<file path="config.mk">
export PLATFORM = sky130hd
export DESIGN_NAME = led_pattern_ctrl
export DESIGN_NICKNAME = d
export VERILOG_FILES = /design/src/rtl/led_pattern_ctrl.sv
export SDC_FILE = /design/constraint.sdc
export NUM_CORES = 1
export LEC_CHECK = 0
export ABC_CLOCK_PERIOD_IN_PS = 2530
export CAP_MARGIN = 25
export CORE_MARGIN = 3
export CORE_UTILIZATION = 45
export CTS_BUF_LIST = sky130_fd_sc_hd__clkbuf_4
export CTS_CLUSTER_DIAMETER = 80
export DETAILED_ROUTE_END_ITERATION = 12
export GPL_TIMING_DRIVEN = 1
export MAX_ROUTING_LAYER = met4
export PLACE_DENSITY = 0.73
export SLEW_MARGIN = 20
export SYNTH_ARGS = -nofsm -noshare
export SYNTH_HDL_FRONTEND = slang
export SYNTH_SLANG_ARGS = --single-unit
export TNS_END_PERCENT = 10
</file>
<file path="constraint.sdc">
create_clock -name mclk -period 2.53 [get_ports mclk]
set_clock_uncertainty 0.15 [all_clocks]
set_input_delay 0.253 -clock mclk [delete_from_list [all_inputs] [get_ports mclk]]
set_output_delay 0.253 -clock mclk [all_outputs]
set_load 0.05 [all_outputs]
</file>
<file path="src/rtl/led_pattern_ctrl.sv">
// Command-driven LED pattern sequencer: accepts mode/repeat commands and steps SWEEP/FILL/BLINK/ALT
// patterns at mclk/2^DIV_W. Define LED_ACT_LOW_EN for active-low LED boards (all led values inverted).
module led_pattern_ctrl #(
    parameter int DIV_W = 25
) (
    input  logic       mclk,
    input  logic       rst,
    input  logic       cmd_valid,
    output logic       cmd_ready,
    input  logic [1:0] cmd_mode,
    input  logic [3:0] cmd_reps,
    input  logic       stop,
    output logic       busy,
    output logic       done,
    output logic [7:0] led
);

    localparam logic S_IDLE = 1'b0;
    localparam logic S_RUN  = 1'b1;

    localparam logic [1:0] M_SWEEP = 2'd0;
    localparam logic [1:0] M_FILL  = 2'd1;
    localparam logic [1:0] M_BLINK = 2'd2;

    logic             state;
    logic [DIV_W-1:0] presc;
    logic [3:0]       step;
    logic [3:0]       pass;
    logic [1:0]       mode;
    logic [3:0]       reps;
    logic             tick;

    // Active-high pattern value for a given mode and step.
    function automatic logic [7:0] pattern(input logic [1:0] m, input logic [3:0] i);
        logic [7:0] p;
        case (m)
            M_SWEEP: p = i[3] ? (8'h80 >> i[2:0]) : (8'h01 << i[2:0]);
            M_FILL:  p = 8'hFF >> (3'd7 - i[2:0]);
            M_BLINK: p = i[0] ? 8'h00 : 8'hFF;
            default: p = i[0] ? 8'hAA : 8'h55;
        endcase
        return p;
    endfunction

    function automatic logic [3:0] last_step(input logic [1:0] m);
        logic [3:0] l;
        case (m)
            M_SWEEP: l = 4'd15;
            M_FILL:  l = 4'd7;
            default: l = 4'd1;
        endcase
        return l;
    endfunction

    // Board polarity applied at the output register only.
    function automatic logic [7:0] drive(input logic [7:0] v);
`ifdef LED_ACT_LOW_EN
        return ~v;
`else
        return v;
`endif
    endfunction

    assign cmd_ready = (state == S_IDLE);
    assign busy      = (state == S_RUN);
    assign tick      = (state == S_RUN) && (presc == '1);

    always_ff @(posedge mclk or posedge rst) begin
        if (rst) begin
            state <= S_IDLE;
            presc <= '0;
            step  <= 4'd0;
            pass  <= 4'd0;
            mode  <= 2'd0;
            reps  <= 4'd0;
            done  <= 1'b0;
            led   <= drive(8'h00);
        end else begin
            done <= 1'b0;
            if (state == S_IDLE) begin
                if (cmd_valid) begin
                    mode  <= cmd_mode;
                    reps  <= cmd_reps;
                    step  <= 4'd0;
                    pass  <= 4'd0;
                    presc <= '0;
                    state <= S_RUN;
                    led   <= drive(pattern(cmd_mode, 4'd0));
                end
            end else if (stop) begin
                // Abort wins over any same-cycle tick or completion.
                state <= S_IDLE;
                led   <= drive(8'h00);
            end else begin
                presc <= presc + 1'b1;
                if (tick) begin
                    if (step == last_step(mode)) begin
                        if ((reps != 4'd0) && (pass == reps - 4'd1)) begin
                            state <= S_IDLE;
                            done  <= 1'b1;
                            led   <= drive(8'h00);
                        end else begin
                            step <= 4'd0;
                            pass <= pass + 4'd1;
                            led  <= drive(pattern(mode, 4'd0));
                        end
                    end else begin
                        step <= step + 4'd1;
                        led  <= drive(pattern(mode, step + 4'd1));
                    end
                end
            end
        end
    end

endmodule

</file>
==> impl_metrics.json, run 1 <==
{
  "vias": 2495,
  "cts_tree": "yes",
  "drt_first_pass_iters": 4,
  "max-cap-violations": 0,
  "start_util_pct": 47.1,
  "cts-root-buf": "clkbuf_4",
  "cp.arrival_ns": 2.49,
  "peakVddDrop_uv": 237,
  "p_leak_uw": 0.00149,
  "clock_latency_ns": 0.39,
  "ys_seq_elements": 49,
  "clockBufferDepth": 2,
  "hp-class": "primary input to asynchronous set/reset pin",
  "synthCells": 340,
  "cp_num_buf_inv": 1,
  "nets": 386,
  "area_delta_synth_final_pct": 15.0,
  "synthArstFlopShare_pct": 100,
  "drtIter0Drc": 141,
  "setup_viol": 0,
  "drive_gt1_share_pct": 11.4,
  "path_clk_slew_ns": 0.16,
  "grt_remaining_overflow": 0,
  "fin_cells": 446,
  "setup_tns_ns": 0,
  "portBuffers": 20,
  "crit_path_end_kind": "register",
  "start_kind": "register",
  "yosys.area.top_type": "dfrtp_1",
  "worst_pin_slew_ns": 0.508,
  "slowest_stage": "nor4_4",
  "reg2reg_from": "reps[0]",
  "wl_per_cell_um": 14.8,
  "fin_crit_ns": 2.38,
  "status": "complete, no violations",
  "slew_violations": 0,
  "post_cts_buffers": 0,
  "drt-vias-per-instance": 5.59,
  "slew_headroom_pct": 66.0,
  "ys.flop_type": "dfrtp_1",
  "hold_ws_ns": 0.0494,
  "gp_congestion": 0.859,
  "multi_input_area_um2": 1690,
  "crit_required_ns": 2.64,
  "power.density_nw_per_um2": 695,
  "die_area_um2": 7750,
  "holdBufCountCts": 0,
  "rr_worst_depth": 7,
  "numCtsBuffers": 5,
  "rows": 29,
  "synth_seq_area_share_pct": 40.5,
  "synth_top_cell_area_share_pct": 40.5,
  "crit_family": "simple AND/OR/NAND/NOR gates",
  "drt-total-wl_mm": 6.59,
  "final_util_pct": 54.2,
  "syn_area_um2": 3030,
  "coreArea_um2": 6420,
  "place_area_um2": 3400,
  "period_share_pct": 94.0,
  "fmax_mhz": 420,
  "final_antenna_net_count": 0,
  "synth_edf_count": 0,
  "first_global_vias": 2443,
  "ys_types": 51,
  "fill_cells": 583,
  "num_antenna_cells": 0,
  "grt_usage_pct": 19.2,
  "cts-resized-gates": 0,
  "htree_num_levels": 2,
  "grt_pass1_wl_mm": 11.4,
  "yosysWarnings": 0,
  "crit_fanout": 7,
  "critPathKind": "register to register",
  "die_h_um": 88.0,
  "synth_area_leaders": "dfrtp_1 41%, nor2_1 5.5%, nand2_1 5.3%, xor2_1 4.9%, xnor2_1 4.6%",
  "clkSinkCount": 49,
  "die_w_um": 88.0,
  "final_area_um2": 3480,
  "hold_viol": 0,
  "antenna_found_initial": 0,
  "rsz0062_at_grt": "no",
  "dpl.hpwl_mm": 4.79,
  "r2r_setup_slack_ns": 0.15,
  "cpPeakStageDelay_ns": 0.49,
  "boundaryPins": 21,
  "path_cells": "inv_1 -> ha_1 -> xnor2_1 -> nor4_4 -> a2111o_1 -> o32ai_1 -> mux2_2",
  "timing.rr.end": "led[7]",
  "drc": 0,
  "syn_avg_cell_area_um2": 8.90,
  "syn_nets": 358,
  "grt_max_degree": 50,
  "seq_area_um2": 1230,
  "dp.cells": 438
}
## state kept, by name, summed over array words and instances (netlist names)
name	cells
busy	1
done	1
reps	4
presc	25
pass	4
led	8
step	4
mode	2
## worst reg2reg max path, delay by kind of cell (launching register included)
kind	cells	cell delay (ns)
and+or+nand+nor	1	0.49
DFF	1	0.41
AOI/OAI and AO/OA	2	0.40
adders and majority gates	1	0.30
muxes	1	0.27
xor gates and xnor gates	1	0.16
buffers and inverters	1	0.07
## where the power goes
group | switching (uW) | leakage [uW] | internal (uW)
clock | 259 | 0.0000389 | 205
sequential | 101 | 0.000657 | 870
combinational | 613 | 0.000792 | 371
## logic make-up (layout without fill, tap and decap cells)
logic type	count (synthesis)	after routing	share of synthesized area (%)
xor+xnor	33	33	9.55
buf+inv	28	57	3.64
mux	7	7	2.56
compound gates	60	60	13.8
fa+ha+maj	8	8	3.31
simple gates	155	155	26.6
flops	49	49	40.5
## synthesized netlist by cell type, types with 2 or more instances
cell type  count
a211oi_1       4
a21oi_1       12
a221oi_1       4
a31oi_1        4
and2_1         2
and3_1         4
buf_2          4
clkbuf_1      12
dfrtp_1       49
ha_1           8
inv_1         11
mux2_2         2
mux2i_1        4
nand2_1       43
nand2b_1       4
nand3_1       16
nand4_1       11
nand4_4        2
nand4b_1       2
nor2_1        44
nor2b_1        3
nor3_1         8
nor3b_1        2
nor4_1         4
nor4_4         2
o21ai_0       15
o22ai_1        2
o31ai_1        7
or2_2          2
xnor2_1       16
xor2_1        17
## layout by cell type, fill, tap and decap left out, types with 2 or more instances in the layout
| cell | count |
|---|---|
| o21ai_0 | 15 |
| ha_1 | 8 |
| nor2b_1 | 2 |
| or2_2 | 2 |
| inv_1 | 10 |
| nand4_1 | 11 |
| nor4_1 | 4 |
| nor3b_1 | 2 |
| clkbuf_4 | 5 |
| nand4b_1 | 2 |
| clkdlybuf4s50_1 | 20 |
| xor2_1 | 17 |
| clkinv_1 | 2 |
| nor2_1 | 44 |
| nor3_1 | 8 |
| o22ai_1 | 2 |
| a211oi_1 | 4 |
| nor4_4 | 2 |
| mux2i_1 | 4 |
| a31oi_1 | 4 |
| a21oi_1 | 12 |
| mux2_2 | 2 |
| nand3_1 | 16 |
| nand2b_1 | 4 |
| and3_1 | 4 |
| buf_4 | 16 |
| dfrtp_1 | 49 |
| o31ai_1 | 7 |
| xnor2_1 | 16 |
| and2_1 | 2 |
| nand2_1 | 43 |
| nand4_4 | 2 |
| a221oi_1 | 4 |
## final cells by class
| cell class | instances | area share, % |
|---|---|---|
| Multi-Input combinational cell | 263 | 48.7 |
| Sequential cell | 49 | 35.2 |
| Timing Repair Buffer | 37 | 9.78 |
| Tap cell | 77 | 2.77 |
| Inverter | 12 | 1.29 |
| Clock inverter | 3 | 1.19 |
| Clock buffer | 5 | 1.08 |
## metal layers
layer  track usage, %  wire [um]
met1             25.0       3060
met2             30.7       3140
met3             3.48        273
met4             5.77        105
met5                -          0
## worst max-delay path by stage
| stage | start | end | slack, ns | depth (start not counted) |
|---|---|---|---|---|
| after global routing | reps[0] | step[2] | 0.01 | 7 |
| after detailed placement | reps[0] | led[7] | 0.19 | 7 |
| after floorplan | busy | busy | 0.25 | 3 |
| after CTS | reps[0] | led[7] | 0.16 | 7 |
| final | reps[0] | led[7] | 0.15 | 7 |
| after global placement | presc[11] | led[7] | 0.24 | 5 |
## through the flow
stage,worst slack (ns),power [uW]
floorplan,0.250,1670
global placement,0.243,1940
detailed placement,0.189,1960
CTS,0.163,2420
global route,0.0146,2570
finish,0.151,2420
(Power assumes the default switching activity.)
==> inputs of run 2 (changes only) <==
--- a/config.mk
+++ b/config.mk
@@ -8,13 +8,13 @@
 export ABC_CLOCK_PERIOD_IN_PS = 2530
 export CAP_MARGIN = 25
 export CORE_MARGIN = 3
-export CORE_UTILIZATION = 45
+export CORE_UTILIZATION = 61
 export CTS_BUF_LIST = sky130_fd_sc_hd__clkbuf_4
 export CTS_CLUSTER_DIAMETER = 80
 export DETAILED_ROUTE_END_ITERATION = 12
 export GPL_TIMING_DRIVEN = 1
 export MAX_ROUTING_LAYER = met4
-export PLACE_DENSITY = 0.73
+export PLACE_DENSITY = 0.91
 export SLEW_MARGIN = 20
 export SYNTH_ARGS = -nofsm -noshare
 export SYNTH_HDL_FRONTEND = slang
==> run 2 against run 1 <==
  * Combinational power is 2.6% lower
  * Largest cell class unchanged
  * Power is 2.5% lower
  * Sequential power hardly changed
  * Sequential cell count stayed put
  * Worst setup slack worse by 0.0093 ns
  * Via count is 5.5% higher
  * Sequential share of layout area is 0.45 points higher
  * Register-to-register slack hardly changed
  * First-iteration DRC count is 110% higher
  * Critical path depth stayed put
  * Final area is 1.2% lower
==> impl_metrics.json, run 2 (same netlist as run 1, synthesis figures left out) <==
{
  "final_common_cell": "dfrtp_1",
  "htree_num_levels": 2,
  "coreArea_um2": 4750,
  "max-cap-violations": 0,
  "fmax_mhz": 419,
  "status": "complete, no violations",
  "drt_first_pass_iters": 5,
  "final_antenna_net_count": 0,
  "period_share_pct": 94.4,
  "die_area_um2": 5840,
  "p_leak_uw": 0.00148,
  "peakVddDrop_uv": 325,
  "drtIter0Drc": 295,
  "cts_tree": "yes",
  "top_regs": "presc: 25 flops, led: 8 flops",
  "clock_latency_ns": 0.40,
  "cp_num_buf_inv": 0,
  "critPathKind": "register to register",
  "cts-resized-gates": 0,
  "area_delta_synth_final_pct": 13.6,
  "boundaryPins": 21,
  "hold_ws_ns": 0.0667,
  "power_uw": 2360,
  "die_h_um": 76.4,
  "drc": 0,
  "holdBufCountCts": 0,
  "path_common_cell": "a21oi_1",
  "portBuffers": 20,
  "first_global_vias": 2600,
  "drt-total-wl_mm": 6.81,
  "crit_fanout": 8,
  "drt-vias-per-instance": 6.05,
  "setup_tns_ns": 0,
  "post_cts_buffers": 0,
  "regMostFlops": "presc",
  "clockBufferDepth": 2,
  "worst_pin_slew_ns": 0.586,
  "r2r_setup_slack_ns": 0.14,
  "crit_required_ns": 2.66,
  "numCtsBuffers": 5,
  "slew_headroom_pct": 60.9,
  "wl_per_cell_um": 15.7,
  "crit_start": "presc[0]",
  "grt_max_degree": 33,
  "num_antenna_cells": 0,
  "slew_violations": 0,
  "slowest_stage": "dfrtp_1",
  "path_cells": "ha_1 -> nand3_1 -> nor3_1 -> nand4_4 -> a21o_2 -> a21oi_1 -> a21oi_1",
  "cp.arrival_ns": 2.52,
  "reg2reg_from": "presc[0]",
  "drive_gt1_share_pct": 12.0,
  "path_clk_slew_ns": 0.16,
  "cpPeakStageDelay_ns": 0.42,
  "fin_crit_ns": 2.39,
  "antenna_found_initial": 0,
  "hold_viol": 0,
  "cts-root-buf": "clkbuf_4",
  "gp_congestion": 0.927,
  "final_cell_mix": "48 x dfrtp_1, 44 x nor2_1, 43 x nand2_1, 19 x clkdlybuf4s50_1, 17 x xor2_1",
  "power.density_nw_per_um2": 686,
  "clkSinkCount": 49,
  "dpl.hpwl_mm": 5.02,
  "start_kind": "register",
  "grt_remaining_overflow": 0,
  "die_w_um": 76.4,
  "grt_pass1_wl_mm": 11.8,
  "hp-class": "primary input to asynchronous set/reset pin",
  "grt_usage_pct": 25.3,
  "crit_family": "compound AO/OA/AOI/OAI gates",
  "nets": 385,
  "largest_reg_flops": 25,
  "setup_viol": 0,
  "crit_path_end_kind": "register",
  "start_util_pct": 63.7,
  "timing.rr.end": "led[4]",
  "vias": 2633,
  "rsz0062_at_grt": "no",
  "rr_worst_depth": 7,
  "rows": 25
}
[run 2: changes by cell type in the layout (fill, tap and decap cells not counted), sizes merged]
cell,change
clkdlybuf4s50,-1
buf,-1
dlymetal6s2s,+1
clkinv,-1
clkinvlp,+1
bufinv,-1
inv,+1
[run 2: per-stage QoR]
stage	utilization (%)	instances	worst slack [ns]	cell area (um^2)
after CTS	72.2	435	0.0819	3430
after global placement	70.8	427	0.135	3370
final	72.3	435	0.142	3440
after detailed placement	70.8	427	0.129	3370
after global routing	72.3	435	0.0283	3440
after floorplan	-	340	0.250	3030
[run 2: how the worst max path moves through the flow]
stage	end	slack, ns	cells after the start
after global routing	pass[2]	0.03	6
after detailed placement	led[7]	0.13	6
after global placement	led[7]	0.13	6
final	led[4]	0.14	7
after floorplan	busy	0.25	3
after CTS	led[7]	0.08	6
[run 2: report_power, final]
| group | switching [uW] | internal, uW |
|---|---|---|
| clock network | 287 | 115 |
| logic | 596 | 362 |
| registers | 130 | 870 |
| total | 1010 | 1350 |
[run 2: cell type report]
cell class	instances	area (um^2)
Timing Repair Buffer	36	323
Clock buffer	5	37.5
Tap cell	67	83.8
Inverter	12	45.0
Sequential cell	49	1230
Multi-Input combinational cell	263	1700
Clock inverter	3	26.3
Fill cell	339	1320
[run 2: metal layers]
layer / GRT usage, % / routed length, um / up-vias
met5: - / 0 / -
li1: - / - / 1252
met3: 5.08 / 285 / 10
met4: 7.25 / 87 / 0
met2: 43.0 / 3480 / 78
met1: 30.7 / 2960 / 1293
[run 2: worst reg2reg max path, cell delays in order (launching register included)]
cell and delay (ns):
dfrtp_1 0.42, ha_1 0.25, nand3_1 0.16, nor3_1 0.37, nand4_4 0.19, a21o_2 0.32, a21oi_1 0.29, a21oi_1 0.12
==> inputs of run 3 (changes only) <==
--- a/config.mk
+++ b/config.mk
@@ -13,6 +13,7 @@
 export CTS_CLUSTER_DIAMETER = 80
 export DETAILED_ROUTE_END_ITERATION = 12
 export GPL_TIMING_DRIVEN = 1
+export HOLD_SLACK_MARGIN = 0.03
 export MAX_ROUTING_LAYER = met4
 export PLACE_DENSITY = 0.91
 export SLEW_MARGIN = 20
==> results of run 3 <==
No change in the layout: final DEF, timing and power equal those of run 2.
